File: src/rtl/key_scanner_pkg.sv
// Shared types and constants for the 4x4 keypad scanner: FSM encoding, key map, row/col patterns.
package key_scanner_pkg;

    typedef logic [1:0] state_t;

    localparam state_t ST_SCAN     = 2'd0;
    localparam state_t ST_DEBOUNCE = 2'd1;
    localparam state_t ST_HELD     = 2'd2;
    localparam state_t ST_RELEASE  = 2'd3;

    localparam logic [3:0] ROW_IDLE = 4'b1110;
    localparam logic [3:0] COL_NONE = 4'b1111;

    localparam int unsigned TYPEMATIC_FIRST  = 32;
    localparam int unsigned TYPEMATIC_REPEAT = 8;

    // Entry {row_idx, col_idx}; row0 = 1 2 3 A ... row3 = E 0 F D
    localparam logic [15:0][3:0] KEY_MAP = {
        4'hD, 4'hF, 4'h0, 4'hE,
        4'hC, 4'h9, 4'h8, 4'h7,
        4'hB, 4'h6, 4'h5, 4'h4,
        4'hA, 4'h3, 4'h2, 4'h1
    };

    function automatic logic [3:0] key_lookup(input logic [1:0] row_idx, input logic [1:0] col_idx);
        return KEY_MAP[{row_idx, col_idx}];
    endfunction

    // True only when exactly one column line is pulled low
    function automatic logic single_low(input logic [3:0] col);
        logic [3:0] n;
        n = ~col;
        return (n != 4'd0) && ((n & (n - 4'd1)) == 4'd0);
    endfunction

    function automatic logic [1:0] low_index(input logic [3:0] col);
        casez (col)
            4'b???0: return 2'd0;
            4'b??01: return 2'd1;
            4'b?011: return 2'd2;
            default: return 2'd3;
        endcase
    endfunction

    function automatic logic [3:0] row_drive(input logic [1:0] row_idx);
        return ~(4'b0001 << row_idx);
    endfunction

endpackage

File: src/rtl/key_scanner_tick.sv
// Free-running divider producing a one-cycle scan tick every SCAN_DIV clocks.
// Latency: tick combinational from counter; no backpressure.
// Backpressure: none, runs unconditionally.
module scan_tick_gen #(
    parameter int SCAN_DIV = 1000
) (
    input  logic clk,
    input  logic rst_n,
    output logic tick
);

    localparam logic [15:0] LAST = 16'(SCAN_DIV - 1);

    logic [15:0] cnt;

    always_ff @(posedge clk or negedge rst_n) begin
        if (!rst_n) begin
            cnt <= 16'd0;
        end else if (cnt == LAST) begin
            cnt <= 16'd0;
        end else begin
            cnt <= cnt + 16'd1;
        end
    end

    assign tick = (cnt == LAST);

endmodule

File: src/rtl/key_scanner.sv
// 4x4 keypad scanner with per-tick debounce, one-deep key holding register and sticky overrun.
// Latency: key_valid rises on the tick edge that completes press debounce (plus 2-clk col sync).
// Backpressure: key_valid holds until key_ack; a new key arriving un-acked is dropped (overrun).
// Optional KEY_SCANNER_TYPEMATIC_EN: auto-repeat the held key after 32 ticks, then every 8.
module key_scanner
    import key_scanner_pkg::*;
#(
    parameter int SCAN_DIV     = 1000,
    parameter int DEBOUNCE_CNT = 4
) (
    input  logic       clk,
    input  logic       rst_n,
    input  logic [3:0] col,
    output logic [3:0] row,
    output logic [3:0] key_code,
    output logic       key_valid,
    input  logic       key_ack,
    output logic       key_held,
    output logic       overrun
);

    localparam logic [3:0] DB_LAST = 4'(DEBOUNCE_CNT);

    logic [3:0] col_meta;
    logic [3:0] col_sync;
    logic       tick;

    state_t     state,    state_d;
    logic [1:0] row_idx,  row_idx_d;
    logic [3:0] col_q,    col_q_d;
    logic [3:0] stab_cnt, stab_cnt_d;
    logic       held_d;
    logic       emit;
    logic [3:0] emit_code;

`ifdef KEY_SCANNER_TYPEMATIC_EN
    logic [5:0] rep_cnt,   rep_cnt_d;
    logic       rep_first, rep_first_d;
`endif

    always_ff @(posedge clk or negedge rst_n) begin
        if (!rst_n) begin
            col_meta <= COL_NONE;
            col_sync <= COL_NONE;
        end else begin
            col_meta <= col;
            col_sync <= col_meta;
        end
    end

    scan_tick_gen #(
        .SCAN_DIV (SCAN_DIV)
    ) u_tick (
        .clk   (clk),
        .rst_n (rst_n),
        .tick  (tick)
    );

    always_comb begin
        state_d    = state;
        row_idx_d  = row_idx;
        col_q_d    = col_q;
        stab_cnt_d = stab_cnt;
        held_d     = key_held;
        emit       = 1'b0;
        emit_code  = key_lookup(row_idx, low_index(col_q));
`ifdef KEY_SCANNER_TYPEMATIC_EN
        rep_cnt_d   = rep_cnt;
        rep_first_d = rep_first;
`endif
        if (tick) begin
            case (state)
                ST_SCAN: begin
                    // Ghosted multi-key patterns are treated like no key
                    if (single_low(col_sync)) begin
                        col_q_d    = col_sync;
                        stab_cnt_d = 4'd1;
                        if (DB_LAST == 4'd1) begin
                            emit      = 1'b1;
                            emit_code = key_lookup(row_idx, low_index(col_sync));
                            held_d    = 1'b1;
                            state_d   = ST_HELD;
`ifdef KEY_SCANNER_TYPEMATIC_EN
                            rep_cnt_d   = 6'd0;
                            rep_first_d = 1'b1;
`endif
                        end else begin
                            state_d = ST_DEBOUNCE;
                        end
                    end else begin
                        row_idx_d = row_idx + 2'd1;
                    end
                end
                ST_DEBOUNCE: begin
                    if (col_sync == col_q) begin
                        stab_cnt_d = stab_cnt + 4'd1;
                        if (stab_cnt_d == DB_LAST) begin
                            emit    = 1'b1;
                            held_d  = 1'b1;
                            state_d = ST_HELD;
`ifdef KEY_SCANNER_TYPEMATIC_EN
                            rep_cnt_d   = 6'd0;
                            rep_first_d = 1'b1;
`endif
                        end
                    end else begin
                        state_d   = ST_SCAN;
                        row_idx_d = row_idx + 2'd1;
                    end
                end
                ST_HELD: begin
                    if (col_sync == COL_NONE) begin
                        stab_cnt_d = 4'd1;
                        if (DB_LAST == 4'd1) begin
                            held_d    = 1'b0;
                            state_d   = ST_SCAN;
                            row_idx_d = 2'd0;
                        end else begin
                            state_d = ST_RELEASE;
                        end
                    end
`ifdef KEY_SCANNER_TYPEMATIC_EN
                    else begin
                        rep_cnt_d = rep_cnt + 6'd1;
                        if (rep_cnt_d == (rep_first ? 6'(TYPEMATIC_FIRST) : 6'(TYPEMATIC_REPEAT))) begin
                            emit        = 1'b1;
                            rep_cnt_d   = 6'd0;
                            rep_first_d = 1'b0;
                        end
                    end
`endif
                end
                default: begin
                    if (col_sync == COL_NONE) begin
                        stab_cnt_d = stab_cnt + 4'd1;
                        if (stab_cnt_d == DB_LAST) begin
                            held_d    = 1'b0;
                            state_d   = ST_SCAN;
                            row_idx_d = 2'd0;
                        end
                    end else begin
                        state_d = ST_HELD;
                    end
                end
            endcase
        end
    end

    always_ff @(posedge clk or negedge rst_n) begin
        if (!rst_n) begin
            state    <= ST_SCAN;
            row_idx  <= 2'd0;
            col_q    <= COL_NONE;
            stab_cnt <= 4'd0;
            key_held <= 1'b0;
        end else begin
            state    <= state_d;
            row_idx  <= row_idx_d;
            col_q    <= col_q_d;
            stab_cnt <= stab_cnt_d;
            key_held <= held_d;
        end
    end

`ifdef KEY_SCANNER_TYPEMATIC_EN
    always_ff @(posedge clk or negedge rst_n) begin
        if (!rst_n) begin
            rep_cnt   <= 6'd0;
            rep_first <= 1'b1;
        end else begin
            rep_cnt   <= rep_cnt_d;
            rep_first <= rep_first_d;
        end
    end
`endif

    // An ack on the emit edge frees the slot, so the new key replaces the old one
    always_ff @(posedge clk or negedge rst_n) begin
        if (!rst_n) begin
            key_code  <= 4'd0;
            key_valid <= 1'b0;
            overrun   <= 1'b0;
        end else if (emit) begin
            if (!key_valid || key_ack) begin
                key_code  <= emit_code;
                key_valid <= 1'b1;
            end else begin
                overrun <= 1'b1;
            end
        end else if (key_valid && key_ack) begin
            key_valid <= 1'b0;
        end
    end

    assign row = row_drive(row_idx);

endmodule

File: config.mk
export PLATFORM = sky130hd
export DESIGN_NAME = key_scanner
export DESIGN_NICKNAME = d
export VERILOG_FILES = /design/src/rtl/key_scanner_pkg.sv /design/src/rtl/key_scanner_tick.sv /design/src/rtl/key_scanner.sv
export SDC_FILE = /design/constraint.sdc
export NUM_CORES = 1
export LEC_CHECK = 0
export CAP_MARGIN = 15
export CORE_MARGIN = 2
export CORE_UTILIZATION = 45
export DETAILED_ROUTE_END_ITERATION = 16
export PLACE_DENSITY = 0.73
export SETUP_SLACK_MARGIN = 0.3
export SLEW_MARGIN = 20
export SYNTH_ARGS = -nofsm -noshare
export SYNTH_HDL_FRONTEND = slang
export SYNTH_SLANG_ARGS = --single-unit
File: constraint.sdc
create_clock -name clk -period 2.5 [get_ports clk]
set_clock_uncertainty 0.05 [all_clocks]
set_input_delay 0.25 -clock clk [delete_from_list [all_inputs] [get_ports clk]]
set_output_delay 0.25 -clock clk [all_outputs]
set_load 0.1 [all_outputs]
==> out/results.ini <==
[logic_synthesis]
synth-xor-area-share_pct = 6.981
synth.area.mux_share_pct = 6.870
synth_common_cells = 31 x dfrtp_1, 20 x inv_1, 14 x ha_1
yosysWarningCount = 0
synth-adder-area-share_pct = 7.756
synth_enable_flop_cells = 0
ys_ff_latch = 43
synth-compound-area-share_pct = 9.695
synthMostInstantiatedCell = dfrtp_1
yosysTopAreaCellShare_pct = 34.35
synth_top_cell_by_area = dfrtp_1
synth_ff_type = dfrtp_1
synth-seq-area-share_pct = 48.31
synth_fp_nets = 231
syn_area_per_cell_sq_um = 10.75
synth_cell_type_count = 46
syn_inst = 210
synth_simple_gate_area_share_pct = 16.23
synth_top_family_by_area = simple AND/OR/NAND/NOR gates
ys_async_sr_fraction_pct = 100.0
yosys-top-cells-area = dfrtp_1 34%, dfstp_2 14%, ha_1 7.8%
syn_area_sq_um = 2258

[power]
finalPower_mw = 1.303
pwr_density_cell_nw_per_um2 = 478.5
p_leak_nw = 1.265
peakVddDrop_mv = 0.4146

[timing]
slew_headroom_pct = 40.16
rsz0062_at_grt = true
maxSlewViolCount = 0
tightest_slew_ns = 0.8976
final-setup-viol-count = 0
max_freq_mhz = 444.4
final_hold_viol_count = 0
finalSetupTns_ns = 0
min_period_ns = 2.250
min_period_over_period_pct = 90.01

[global_route]
antenna_found_initial = 0
grt_use_total_pct = 15.59
grt-ovfl-total = 0
grt_max_degree = 44
grt_pass1_wl_microns = 6527
grt_pass1_vias = 1456

[clock_network]
clk_latency_ns = 0.30
cts-root-buf = clkbuf_8
clk_path_buf_depth = 2
tritoncts = built
clock_sinks = 43
cts_made_buffers = 5
htreeDepth = 2
cts.reportedPaths.clkPinSlew_ns = 0.09

[worst_setup_path]
cp.arrival_ns = 2.43
critPathCaptureType = register
crit_fanout = 4
crit_type = register to register
startpoint_type = register
critPathRequiredTime_ns = 2.68

[placed_design]
globalplace.congestion = 0.8716
io_buffers = 17
dp_hpwl_microns = 2765

[drt]
dr.pass1.iters = 4
via_count = 1594
drtIter0Drc = 44
drt_drc_violations_left = 0
via_per_inst = 5.142
wirelength_microns = 3931
wire_per_inst_microns = 12.68
antenna_left = 0

[finish]
fillerInstances = 400
nets = 263
register_area_sq_um = 1091
synthToLayoutAreaGrowth_pct = 20.55
multiInputGateArea_sq_um = 1126
n_antenna_cell = 0
drive_above_1_share_pct = 27.98

[floorplan]
num_io_pins = 18
dieArea_sq_um = 5601
start_util_pct = 47.19
core_area_sq_um = 4786
rows = 25
die_w_microns = 74.84
die-height_microns = 74.84

[hold_path]
worstHoldPathType = primary input to asynchronous set/reset pin

[status]
status = finished, final reports clean

[flow_run]
timing.max_cap.violations = 0

## through the flow
stage / setup WS [ns] / area, sq um / utilization [%] / cells / hold WS [ns]
final: 0.2498 / 2723 / 56.89 / 310 / 0.01459
after global routing: 0.1452 / 2723 / 56.89 / 310 / 0.1018
after CTS: 0.2653 / 2665 / 55.69 / 307 / 0.04918
after detailed placement: 0.1450 / 2520 / 52.65 / 295 / 0.2970
after global placement: 0.1857 / 2520 / 52.65 / 295 / 0.2966
after floorplan: 0.1530 / 2280 / - / 210 / -0.09559
## power by group
part           internal [mW]  switching [mW]  leakage (nW)
Sequential             0.707         0.00632         0.539
Clock                  0.301           0.254        0.0548
Combinational         0.0135          0.0209         0.671
## cell type report
class	count	share of cell area [%]
multi-input combinational	143	41.36
sequential	43	40.07
timing repair buffer	29	8.502
tap	67	3.079
inverter	20	2.757
clock buffer	5	2.528
clock inverter	3	1.700
## critical path, stage by stage, from the launching register on
cell and delay, ns:
dfrtp_1 0.36, ha_2 0.18, or4bb_4 0.47, nor4_4 0.33
buf_4 0.19, o21ai_2 0.05, or4_4 0.42, o21ai_1 0.12
## layout by cell type, fill, tap and decap left out, types with 2 or more instances in the layout
cell / count
nor3_1: 3
nand4_1: 6
xnor2_1: 6
nand2_1: 11
nand2b_1: 2
o21ai_1: 2
nor2b_1: 2
and4_1: 3
nand3_1: 9
inv_1: 20
o21a_1: 2
nor2_1: 13
a21oi_2: 2
mux2_2: 7
clkbuf_8: 5
ha_1: 13
o31ai_1: 2
o21ai_2: 2
dfstp_2: 12
and3_1: 4
buf_4: 22
o211ai_1: 2
mux2_4: 2
a21oi_1: 5
mux2i_1: 2
clkdlybuf4s50_1: 5
o41ai_1: 2
dfrtp_1: 31
o21ai_0: 6
xor2_1: 12
## timing repair
action,4_1_cts,5_1_grt
pin swaps,4,6
gates resized for setup,0,10
buffers inserted,4,3
gates cloned,0,0
hold buffers,0,0
setup endpoints to repair,9,16
## state kept, by name (all words and copies together) (netlist names)
| name | count |
|---|---|
| u_tick.cnt | 16 |
| col_meta | 4 |
| col_q | 4 |
| col_sync | 4 |
| key_code | 4 |
| stab_cnt | 4 |
| row_idx | 2 |
| state | 2 |
| key_held | 1 |
| key_valid | 1 |
| overrun | 1 |
## routing by layer
layer  GRT usage (%)  vias up  share of wire, %
li1                -      797                 -
met1           20.09      766                47
met2           25.15       21                49
met3           3.213       10               2.5
met4           7.540        0               2.1
met5               0        -                 0
## cell families (layout without fill, tap and decap cells)
logic type / Yosys count / count (layout)
xor gates and xnor gates: 18 / 18
AOI/OAI and AO/OA: 33 / 33
DFF: 43 / 43
and+or+nand+nor: 65 / 65
adders and majority gates: 14 / 14
muxes: 13 / 13
buffers and inverters: 24 / 57
## path summary, 6_finish.rpt
path                                          from                      end  slack [ns]  depth (start not counted)
setup / recovery           u_tick.cnt[1]$_DFF_PN0_   row_idx[1]$_DFFE_PN0P_        0.25                          7
hold / removal                               rst_n  key_code[1]$_DFFE_PN0P_        0.01                          1
hold reg to reg              col_meta[2]$_DFF_PN1_    col_sync[2]$_DFF_PN1_        0.31                          0
setup reg to reg           u_tick.cnt[1]$_DFF_PN0_   row_idx[1]$_DFFE_PN0P_        0.25                          7
max in group asynchronous                    rst_n  u_tick.cnt[0]$_DFF_PN0_        1.82                          1
min in group clk                            col[0]    col_meta[0]$_DFF_PN1_        0.30                          1
(Power assumes the default switching activity.)
